### config.mk
export PLATFORM = sky130hd
export DESIGN_NAME = wb_ddr_arbiter
export DESIGN_NICKNAME = d
export VERILOG_FILES = /design/src/rtl/wb_ddr_arbiter.sv
export SDC_FILE = /design/constraint.sdc
export NUM_CORES = 1
export LEC_CHECK = 0
export ABC_CLOCK_PERIOD_IN_PS = 3700
export CAP_MARGIN = 20
export CORE_AREA = 5 5 122 124
export CTS_CLUSTER_DIAMETER = 150
export CTS_CLUSTER_SIZE = 12
export DETAILED_ROUTE_END_ITERATION = 10
export DIE_AREA = 0 0 127 129
export GPL_TIMING_DRIVEN = 0
export PLACE_DENSITY = 0.56
export SYNTH_ARGS = -nofsm -noshare
export SYNTH_HDL_FRONTEND = slang
export SYNTH_SLANG_ARGS = --single-unit
### constraint.sdc
create_clock -name clk -period 3.7 [get_ports clk]
set_input_delay 0.37 -clock clk [delete_from_list [all_inputs] [get_ports clk]]
set_output_delay 0.37 -clock clk [all_outputs]
set_load 0.01 [all_outputs]
### src/rtl/wb_ddr_arbiter.sv
`default_nettype none
// ============================================================================
//  Module      : wb_ddr_arbiter
//  Description : Two-master Wishbone arbiter in front of the single wb_ddr
//                slave port. Round-robin grant; the owner keeps the bus for
//                the whole of its cyc. A per-transfer watchdog aborts a stalled
//                strobe with a one-cycle err pulse to the owner.
//  Revision    : 1.0 - initial release
// ============================================================================
module wb_ddr_arbiter #(
    parameter int adr_width = 32,
    parameter int dat_width = 32,
    parameter int sel_width = 4,
    parameter int timeout   = 1023,
    parameter int cnt_width = 10
) (
    input  logic                 clk,
    input  logic                 reset,
    // master 0
    input  logic                 m0_cyc_i,
    input  logic                 m0_stb_i,
    input  logic                 m0_we_i,
    input  logic [adr_width-1:0] m0_adr_i,
    input  logic [dat_width-1:0] m0_dat_i,
    input  logic [sel_width-1:0] m0_sel_i,
    output logic [dat_width-1:0] m0_dat_o,
    output logic                 m0_ack_o,
    output logic                 m0_err_o,
    // master 1
    input  logic                 m1_cyc_i,
    input  logic                 m1_stb_i,
    input  logic                 m1_we_i,
    input  logic [adr_width-1:0] m1_adr_i,
    input  logic [dat_width-1:0] m1_dat_i,
    input  logic [sel_width-1:0] m1_sel_i,
    output logic [dat_width-1:0] m1_dat_o,
    output logic                 m1_ack_o,
    output logic                 m1_err_o,
    // slave (wb_ddr)
    output logic                 s_cyc_o,
    output logic                 s_stb_o,
    output logic                 s_we_o,
    output logic [adr_width-1:0] s_adr_o,
    output logic [dat_width-1:0] s_dat_o,
    output logic [sel_width-1:0] s_sel_o,
    input  logic [dat_width-1:0] s_dat_i,
    input  logic                 s_ack_i,
    // current owner, one-hot; 00 = idle
    output logic [1:0]           grant
);

    localparam logic [cnt_width-1:0] c_timeout = cnt_width'(timeout);
    localparam logic [cnt_width-1:0] c_one     = cnt_width'(1);

    typedef enum logic [1:0] {
        IDLE = 2'd0,
        OWN0 = 2'd1,
        OWN1 = 2'd2
    } state_t;

    state_t               state_q, state_d;
    logic                 last_q, last_d;      // last master granted
    logic [cnt_width-1:0] wd_q, wd_d;          // cycles the current strobe has waited
    logic                 m0_err_q, m0_err_d;
    logic                 m1_err_q, m1_err_d;

    logic own0_w;
    logic own1_w;

    assign own0_w = (state_q == OWN0);
    assign own1_w = (state_q == OWN1);

    // State, round-robin pointer, watchdog and err pulse registers
    always_ff @(posedge clk) begin
        if (reset) begin
            state_q  <= IDLE;
            last_q   <= 1'b1;   // m0 wins the first tie after reset
            wd_q     <= '0;
            m0_err_q <= 1'b0;
            m1_err_q <= 1'b0;
        end else begin
            state_q  <= state_d;
            last_q   <= last_d;
            wd_q     <= wd_d;
            m0_err_q <= m0_err_d;
            m1_err_q <= m1_err_d;
        end
    end

    // Arbitration, release and watchdog abort decisions
    always_comb begin
        state_d  = state_q;
        last_d   = last_q;
        wd_d     = '0;
        m0_err_d = 1'b0;
        m1_err_d = 1'b0;
        unique case (state_q)
            IDLE: begin
                // On a tie the master that was not served last wins.
                if (m0_cyc_i && (!m1_cyc_i || last_q)) begin
                    state_d = OWN0;
                    last_d  = 1'b0;
                end else if (m1_cyc_i) begin
                    state_d = OWN1;
                    last_d  = 1'b1;
                end
            end
            OWN0: begin
                if (!m0_cyc_i) begin
                    state_d = IDLE;
                end else if (m0_stb_i && !s_ack_i) begin
                    // An ack in the boundary cycle takes precedence over abort.
                    if (wd_q == c_timeout) begin
                        state_d  = IDLE;
                        m0_err_d = 1'b1;
                    end else begin
                        wd_d = wd_q + c_one;
                    end
                end
            end
            OWN1: begin
                if (!m1_cyc_i) begin
                    state_d = IDLE;
                end else if (m1_stb_i && !s_ack_i) begin
                    if (wd_q == c_timeout) begin
                        state_d  = IDLE;
                        m1_err_d = 1'b1;
                    end else begin
                        wd_d = wd_q + c_one;
                    end
                end
            end
            default: begin
                state_d = IDLE;
            end
        endcase
    end

    // Slave-side mux: owner's signals pass through; idle keeps cyc/stb low
    always_comb begin
        s_cyc_o = 1'b0;
        s_stb_o = 1'b0;
        s_we_o  = m0_we_i;
        s_adr_o = m0_adr_i;
        s_dat_o = m0_dat_i;
        s_sel_o = m0_sel_i;
        if (own0_w) begin
            s_cyc_o = m0_cyc_i;
            s_stb_o = m0_stb_i;
        end else if (own1_w) begin
            s_cyc_o = m1_cyc_i;
            s_stb_o = m1_stb_i;
            s_we_o  = m1_we_i;
            s_adr_o = m1_adr_i;
            s_dat_o = m1_dat_i;
            s_sel_o = m1_sel_i;
        end
    end

    // Ack is steered only to the owner; a late ack while idle is dropped
    assign m0_ack_o = own0_w & s_ack_i;
    assign m1_ack_o = own1_w & s_ack_i;
    assign m0_err_o = m0_err_q;
    assign m1_err_o = m1_err_q;
    assign m0_dat_o = s_dat_i;
    assign m1_dat_o = s_dat_i;
    assign grant    = {own1_w, own0_w};

endmodule
`default_nettype wire

[Word level (Yosys, flattened, before mapping)]
Index checks and enable logic that the tools add are counted.
Operators by class
  reduce and logical (&&, ||, !) cells: 12
  mux-type cells: 29
  add/subtract/negate cells: 1
  bitwise gates (word level): 8
  eq/ne operators: 6
Operators by type and width (count)
  $mux 32: 4
  $mux 10: 5
  $pmux 10 s2: 1
  $mux 2: 7
  $add 10x1->10 const B: 1
  $eq 10x10->1 const B: 1
  $mux 1: 9
  $mux 4: 2
  $reduce_or 4->1: 2
  $ne 3x2->1 const B: 2
  $not 1->1: 6
  $pmux 2 s3: 1
  $logic_and 1x1->1: 3
  $ne 3x3->1 const B: 1
  $reduce_and 3->1: 1
  $and 1x1->1: 2
  $eq 2x1->1 const B: 1
  $eq 2x2->1 const B: 1
  $logic_not 1->1: 2
  $logic_not 2->1: 1
  $reduce_and 2->1: 1
  $reduce_bool 2->1: 1
  $logic_or 1x1->1: 1
Storage, ports and cells
  output and inout port bits: 141
  register bits after elaboration: 15
  word-level logic and storage cells: 61

[Longest topological paths before layout]
Gate-level depths: netlist of the first run.
  depth after elaboration: 5
  gate-level depth with buffers: 7

[Least setup slack after synthesis of the first run]
No wires, ideal clock.
  kind: register to output
  start: register state_q[1]
  end: output s_adr_o[0]
  required time: 3.330 ns
  stages on the path, launching flop included: 7
  arrival time: 1.491 ns
  setup slack: 1.839 ns
  cell sequence: dfxtp_1 > inv_1 > ha_1 > and2b_2 > buf_6 > buf_6 > mux2_2
RTL lines
  from (decl): RTL line 61  | state_t state_q, state_d;
  from (signal assigned): RTL line 82  | state_q <= state_d;
  $eq 2x1->1: RTL line 70  | assign own0_w = (state_q == OWN0);
  named net own0_w: RTL line 67  | logic own0_w;
  $mux 32: RTL line 147  | if (own0_w) begin
  to (decl): RTL line 43  | output logic [adr_width-1:0] s_adr_o,
The timed path passes the listed nets, and every way through them passes these cells.

[Worst setup path after layout of the first run]
  start: register state_q[1]
  end: output s_adr_o[6]
The elaborated chain is that of the path after synthesis.

==> impl_results.md, run 1 <==
* Die area at 16,400 um^2
* IR Drop Worst-Case VDD at 227 uV
* Wirelength per Cell at 18.1 um
* IO Port Bufs at 284
* Routability Congestion at 0.829
* Final non-filler cell area at 5310 um^2
* Post-synth ARST share at 0%
* Htree depth at 1
* EDFF count, synth at 0
* CTS tree: done
* Syn Inst Count at 235
* Synth top area cells: mux2_2 36%, buf_4 23%, dfxtp_1 14%
* Initial antenna violation count at 0
* First-pass DRT Iterations at 4
* Clock latency on the worst-skew pair at 250 ps
* Period utilization at 75.3%
* Vias post-DR at 2,682
* Num CTS Buffers at 3
* Antenna Nets Post-Route at 0
* Layout Utilization at 38.8%
* Synthesis-to-finish area growth at 146%
* Initial cell density of the core at 15.8%
* Initial DRC Count at 105
* Vias in the first global route at 2,782
* Core area at 13,700 um^2
* Row count at 43
* CP endpoint kind: output pin
* Ys flop type: dfxtp_1
* Distinct cells, synth at 35
* Slew @ Worst Pin at 364 ps
* NumNets Final at 706
* Synth top area share at 36.0%
* Post-DP HPWL at 11,300 um
* Max Clk Rate at 0.359 GHz
* Clk buf depth at 2
* Unrepaired setup endpoints after global routing: false
* Root Buffer: clkbuf_16
* Sequential area share after synthesis at 13.9%
* Post-Layout Cell Count at 703
* First-pass GRT wire length at 17,300 um
* P_leak at 2.04 nW
* Syn_area_per_cell at 9.18 um^2
* Antenna cells at 0
* Pwr/cell area at 281 nW/um^2
* Post-synthesis register bit count at 15
* Crit path time final at 2780 ps
* Dpl ws at 1170 ps
* Post-synth top area cell: mux2_2
* Required @ worst endpoint at 3330 ps
* Max-slew headroom at 75.4%
* Crit path arrival time at 2410 ps
* GR Overflow Total at 0
* Post-synth net total at 417
* Die Wd at 127 um
* Maxcap violations at 0
* Final setup vio count at 0
* Synth Cell Area at 2160 um^2
* Post-cts gate resize count at 0
* Final hold viol count at 0
* Hold Crit Class: reg -> reg
* Chip Height at 129 um
* Share of layout cells above drive strength 1 at 29.8%
* # IOs at 318
* Worst-path clk slew at 50 ps
* YS warnings at 0
* Setup TNS at 0 ps
* Final Max Tran Viols at 0
* Final Worst Setup Slack at 915 ps
* CTS Hold Bufs at 0
* GRT Util Overall at 13.7%
* Detailed Route WL at 12,700 um
* Clock sinks at 15
* CP max FO at 10
* Placed cell count at 699
* CP Class: reg -> out
* Status: completed
* Vias per inst at 3.82
* CP Launch Type: register
* Final Skew at 2.67 ps
* Drt drc at 0
* Largest net degree at the start of global routing at 11
* Placed cell area at 5230 um^2
* Post-CTS setup buffer count at 0
==> cells by family after synthesis <==
group | synth area share [%]
compound gates | 4.93
xor+xnor | 2.84
fa+ha+maj | 2.90
buf+inv | 29.1
flops | 13.9
mux | 36.0
simple gates | 10.3
==> layer usage <==
layer / wire, um / global-route usage (%) / share of wire [%]
met4: 97 / 1.70 / 0.76
met2: 6740 / 26.1 / 53
met3: 1080 / 4.23 / 8.5
met1: 4780 / 15.4 / 38
met5: 0 / 0 / 0
==> Yosys cell counts, drive strengths merged, types with 3 or more instances <==
cell	number
nor3	3
xnor2	6
buf	76
nand3	4
mux2	69
nor2	14
dfxtp	15
nand2	7
inv	7
nand4	3
ha	5
nand2b	3
==> stage by stage <==
stage                     power, mW  hold WS (ps)
after floorplan               0.686           430
after global placement         1.29           446
after detailed placement       1.29           456
after CTS                      1.52           467
after global routing           1.56           480
final                          1.49           463
==> layout by cell type, fill, tap and decap left out, types with 2 or more instances in the layout <==
| cell type | count |
|---|---|
| nor3_1 | 3 |
| nand3_1 | 4 |
| nand4b_1 | 2 |
| xnor2_1 | 6 |
| mux2_2 | 69 |
| nand4_1 | 3 |
| buf_4 | 66 |
| buf_6 | 9 |
| nand2b_1 | 2 |
| inv_1 | 7 |
| nor2_1 | 14 |
| nand2_1 | 7 |
| a21oi_1 | 2 |
| dfxtp_1 | 15 |
| clkdlybuf4s50_1 | 284 |
| ha_1 | 5 |
| clkbuf_16 | 3 |
| o21ai_0 | 2 |
==> state kept, by name, summed over array words and instances (netlist names) <==
register  count
wd_q         10
state_q       2
last_q        1
m0_err_o      1
m1_err_o      1
==> power breakdown <==
group	internal [mW]	leakage, nW	total, mW	switching [mW]
Combinational	0.703	1.88	1.10	0.398
Sequential	0.170	0.121	0.176	0.00613
Clock	0.144	0.0409	0.212	0.0675
==> worst max-delay path, cell delays in order (launching register included) <==
cell,delay (ps)
dfxtp_1,350
inv_1,80
ha_1,290
and2b_2,260
buf_6,140
buf_6,160
mux2_2,350
clkdlybuf4s50_1,520
==> worst paths after layout <==
path / cells after the start / endpoint / startpoint / slack, ps
setup / recovery: 7 / s_adr_o[6] / state_q[1] / 920
hold / removal: 1 / wd_q[0] / wd_q[0] / 460
setup reg to reg: 7 / wd_q[3] / state_q[1] / 1920
hold reg to reg: 1 / wd_q[0] / wd_q[0] / 460
==> cell type report <==
cell class / count / area, um^2
Buffer: 76 / 602
Clock buffer: 3 / 75.1
Clock inverter: 1 / 5.00
Fill cell: 1360 / 8360
Inverter: 7 / 26.3
Multi-Input combinational cell: 137 / 1230
Sequential cell: 15 / 300
Tap cell: 180 / 225
Timing Repair Buffer: 284 / 2840
Note: power is estimated with default switching activity, not from simulation.
==> run 2: changes to the inputs <==
==> config.mk (replaced) <==
export PLATFORM = sky130hd
export DESIGN_NAME = wb_ddr_arbiter
export DESIGN_NICKNAME = d
export VERILOG_FILES = /design/src/rtl/wb_ddr_arbiter.sv
export SDC_FILE = /design/constraint.sdc
export NUM_CORES = 1
export LEC_CHECK = 0
export ABC_CLOCK_PERIOD_IN_PS = 2600
export CAP_MARGIN = 20
export CORE_AREA = 5 5 120 122
export CTS_CLUSTER_DIAMETER = 150
export CTS_CLUSTER_SIZE = 12
export DETAILED_ROUTE_END_ITERATION = 10
export DIE_AREA = 0 0 125 127
export GPL_TIMING_DRIVEN = 0
export PLACE_DENSITY = 0.57
export SYNTH_ARGS = -nofsm -noshare
export SYNTH_HDL_FRONTEND = slang
export SYNTH_SLANG_ARGS = --single-unit
==> constraint.sdc (replaced) <==
create_clock -name clk -period 2.6 [get_ports clk]
set_input_delay 0.26 -clock clk [delete_from_list [all_inputs] [get_ports clk]]
set_output_delay 0.26 -clock clk [all_outputs]
set_load 0.01 [all_outputs]
==> impl_results.md, run 2 (same netlist as run 1, synthesis figures left out) <==
* Slew @ Worst Pin at 368 ps (+3.88 ps)
* Setup TNS at 0 ps (unchanged)
* Reg2Reg Launch Point: wd_q[0]
* Max-slew headroom at 75.2% (-0.26 points)
* Hold Crit Class: in -> reg
* First-pass DRT Iterations at 4 (unchanged)
* Reg2reg end: state_q[1]
* Vias per inst at 3.76 (-1.5%)
* Required @ worst endpoint at 2340 ps (-990 ps)
* CP endpoint kind: output pin
* Status: completed
* Detailed Route WL at 12,800 um (+0.55%)
* Antenna cells at 0 (unchanged)
* CP Launch Type: register
* Maxcap violations at 0 (unchanged)
* Pwr Total at 2.05 mW (+38%)
* Final Skew at 2.18 ps (-0.492 ps)
* Die Wd at 125 um (-1.6%)
* IO Port Bufs at 284 (unchanged)
* GRT Util Overall at 14.6% (+0.92 points)
* Most flops, register: wd_q
* Max Clk Rate at 0.394 GHz
* Unrepaired setup endpoints after global routing: true
* Reg2Reg Setup Slack at 880 ps (-1040 ps)
* IR Drop Worst-Case VDD at 325 uV (+43%)
* Biggest registers after layout: wd_q (10), state_q (2)
* Clock latency on the worst-skew pair at 250 ps (about the same)
* Routability Congestion at 0.861 (+3.8%)
* Switching Share at 32.9% (+1.2 points)
* Worst-path clk slew at 50 ps (about the same)
* Launch point of the worst hold path: m0_cyc_i
* Initial antenna violation count at 0 (unchanged)
* Clk buf depth at 2 (unchanged)
* Vias in the first global route at 2,698 (-3.0%)
* Initial cell density of the core at 16.5% (+0.70 points)
* Register-to-Register Path Depth at 5 (-2)
* Most common cell after layout, fill and taps aside: clkdlybuf4s50_1
* Int Pwr at 1.38 mW (+35%)
* Final hold viol count at 0 (unchanged)
* Drt drc at 0 (unchanged)
* First-pass GRT wire length at 18,200 um (+5.1%)
* Max reg flops at 10 (unchanged)
* Post-DP HPWL at 11,200 um (-1.0%)
* Root Buffer: clkbuf_16
* Core area at 13,100 um^2 (-4.2%)
* NumNets Final at 706 (unchanged)
* Hold EP: state_q[0]
* CP Class: reg -> out
* P_leak at 2.34 nW (+15%)
* Chip Height at 127 um (-1.6%)
* GR Overflow Total at 0 (unchanged)
* Final Max Tran Viols at 0 (unchanged)
* Num CTS Buffers at 3 (unchanged)
* Antenna Nets Post-Route at 0 (unchanged)
* Htree depth at 1 (unchanged)
* Placed cell count at 695 (-0.57%)
* Pwr/cell area at 383 nW/um^2 (+37%)
* CTS Hold Bufs at 0 (unchanged)
* Synthesis-to-finish area growth at 148%
* CTS tree: done
* CP max FO at 10 (unchanged)
* Largest net degree at the start of global routing at 11 (unchanged)
* Clock sinks at 15 (unchanged)
* NetSw at 0.675 mW (+43%)
* Final setup vio count at 0 (unchanged)
* Sequential Power Share at 12.3% (+0.5 points)
* Layout Utilization at 40.9% (+2.1 points)
* Crit path time final at 2540 ps
* Post-Layout Cell Count at 699 (-0.57%)
* Dpl ws at 116 ps (-1050 ps)
* Row count at 42 (-2.3%)
* Power share of the combinational group at 72.7% (-1.3 points)
* Wirelength per Cell at 18.3 um (+1.1%)
* Final Worst Setup Slack at 61.0 ps (-854 ps)
* Initial DRC Count at 44 (-58%)
* Clk pwr share at 14.9% (+0.7 points)
* Share of layout cells above drive strength 1 at 30.4% (+0.57 points)
* Most frequent cells in the layout: 225 x clkdlybuf4s50_1, 69 x mux2_2, 66 x buf_4
* Die area at 15,900 um^2 (-3.1%)
* Vias post-DR at 2,628 (-2.0%)
* Period utilization at 97.7%
* Post-CTS setup buffer count at 0 (unchanged)
* Crit path arrival time at 2280 ps (-130 ps)
* # IOs at 318 (unchanged)
* Min-Delay Path Depth at 3 (+2)
## run 2: changes by cell type in the layout (fill, tap and decap cells not counted), sizes merged
cell,previous run,this run
dlygate4sd2,0,31
clkdlybuf4s50,284,225
dlymetal6s2s,0,28
## run 2: power by group through the flow
stage                     Combinational [mW]  Sequential, mW  Clock (mW)
after floorplan                        0.723           0.253           0
after global placement                  1.58           0.254           0
after detailed placement                1.59           0.255           0
after CTS                               1.54           0.250       0.315
after global routing                    1.58           0.254       0.323
final                                   1.49           0.253       0.306
## run 2: area by class of cell
class	count	area [um^2]
Clock buffer	3	75.1
Fill cell	1286	7730
Tap cell	176	220
Multi-Input combinational cell	137	1240
Timing Repair Buffer	284	2870
Clock inverter	1	5.00
Inverter	7	26.3
Buffer	76	606
Sequential cell	15	302
## run 2: worst max-delay path, cell delays in order, from the launching register on
cell and delay (ps):
dfxtp_1 360, inv_1 110, ha_4 210, and2b_2 220
buf_6 140, buf_6 160, mux2_2 340, clkdlybuf4s50_1 490
## run 2: what timing repair did
| action | CTS | global route |
|---|---|---|
| setup endpoints to repair | 69 | 38 |
| hold endpoints to repair | 0 | 0 |
| pin swaps | 0 | 0 |
| gates resized for setup | 32 | 32 |
## run 2: per-layer routing
metal | vias up | GRT usage, % | part of all wire, %
li1 | 1317 | - | -
met3 | 7 | 3.96 | 6.9
met5 | - | 0 | 0
met1 | 1191 | 17.1 | 39
met4 | 0 | 2.49 | 1.1
met2 | 113 | 27.1 | 53
## run 2: worst max path at each step
stage                       end  cells after the start  startpoint
finish              s_dat_o[26]                      7  state_q[1]
global route        s_adr_o[21]                      7  state_q[1]
CTS                 s_adr_o[29]                      7  state_q[1]
detailed placement   s_dat_o[1]                      7  state_q[1]
global placement     s_dat_o[1]                      7  state_q[1]
floorplan            s_adr_o[0]                      6  state_q[1]
## run 2: through the flow
step | instance area (um^2) | hold slack, ps
floorplan | 2160 | 339
global placement | 5220 | 444
detailed placement | 5220 | 459
CTS | 5270 | 380
global route | 5350 | 401
finish | 5350 | 376
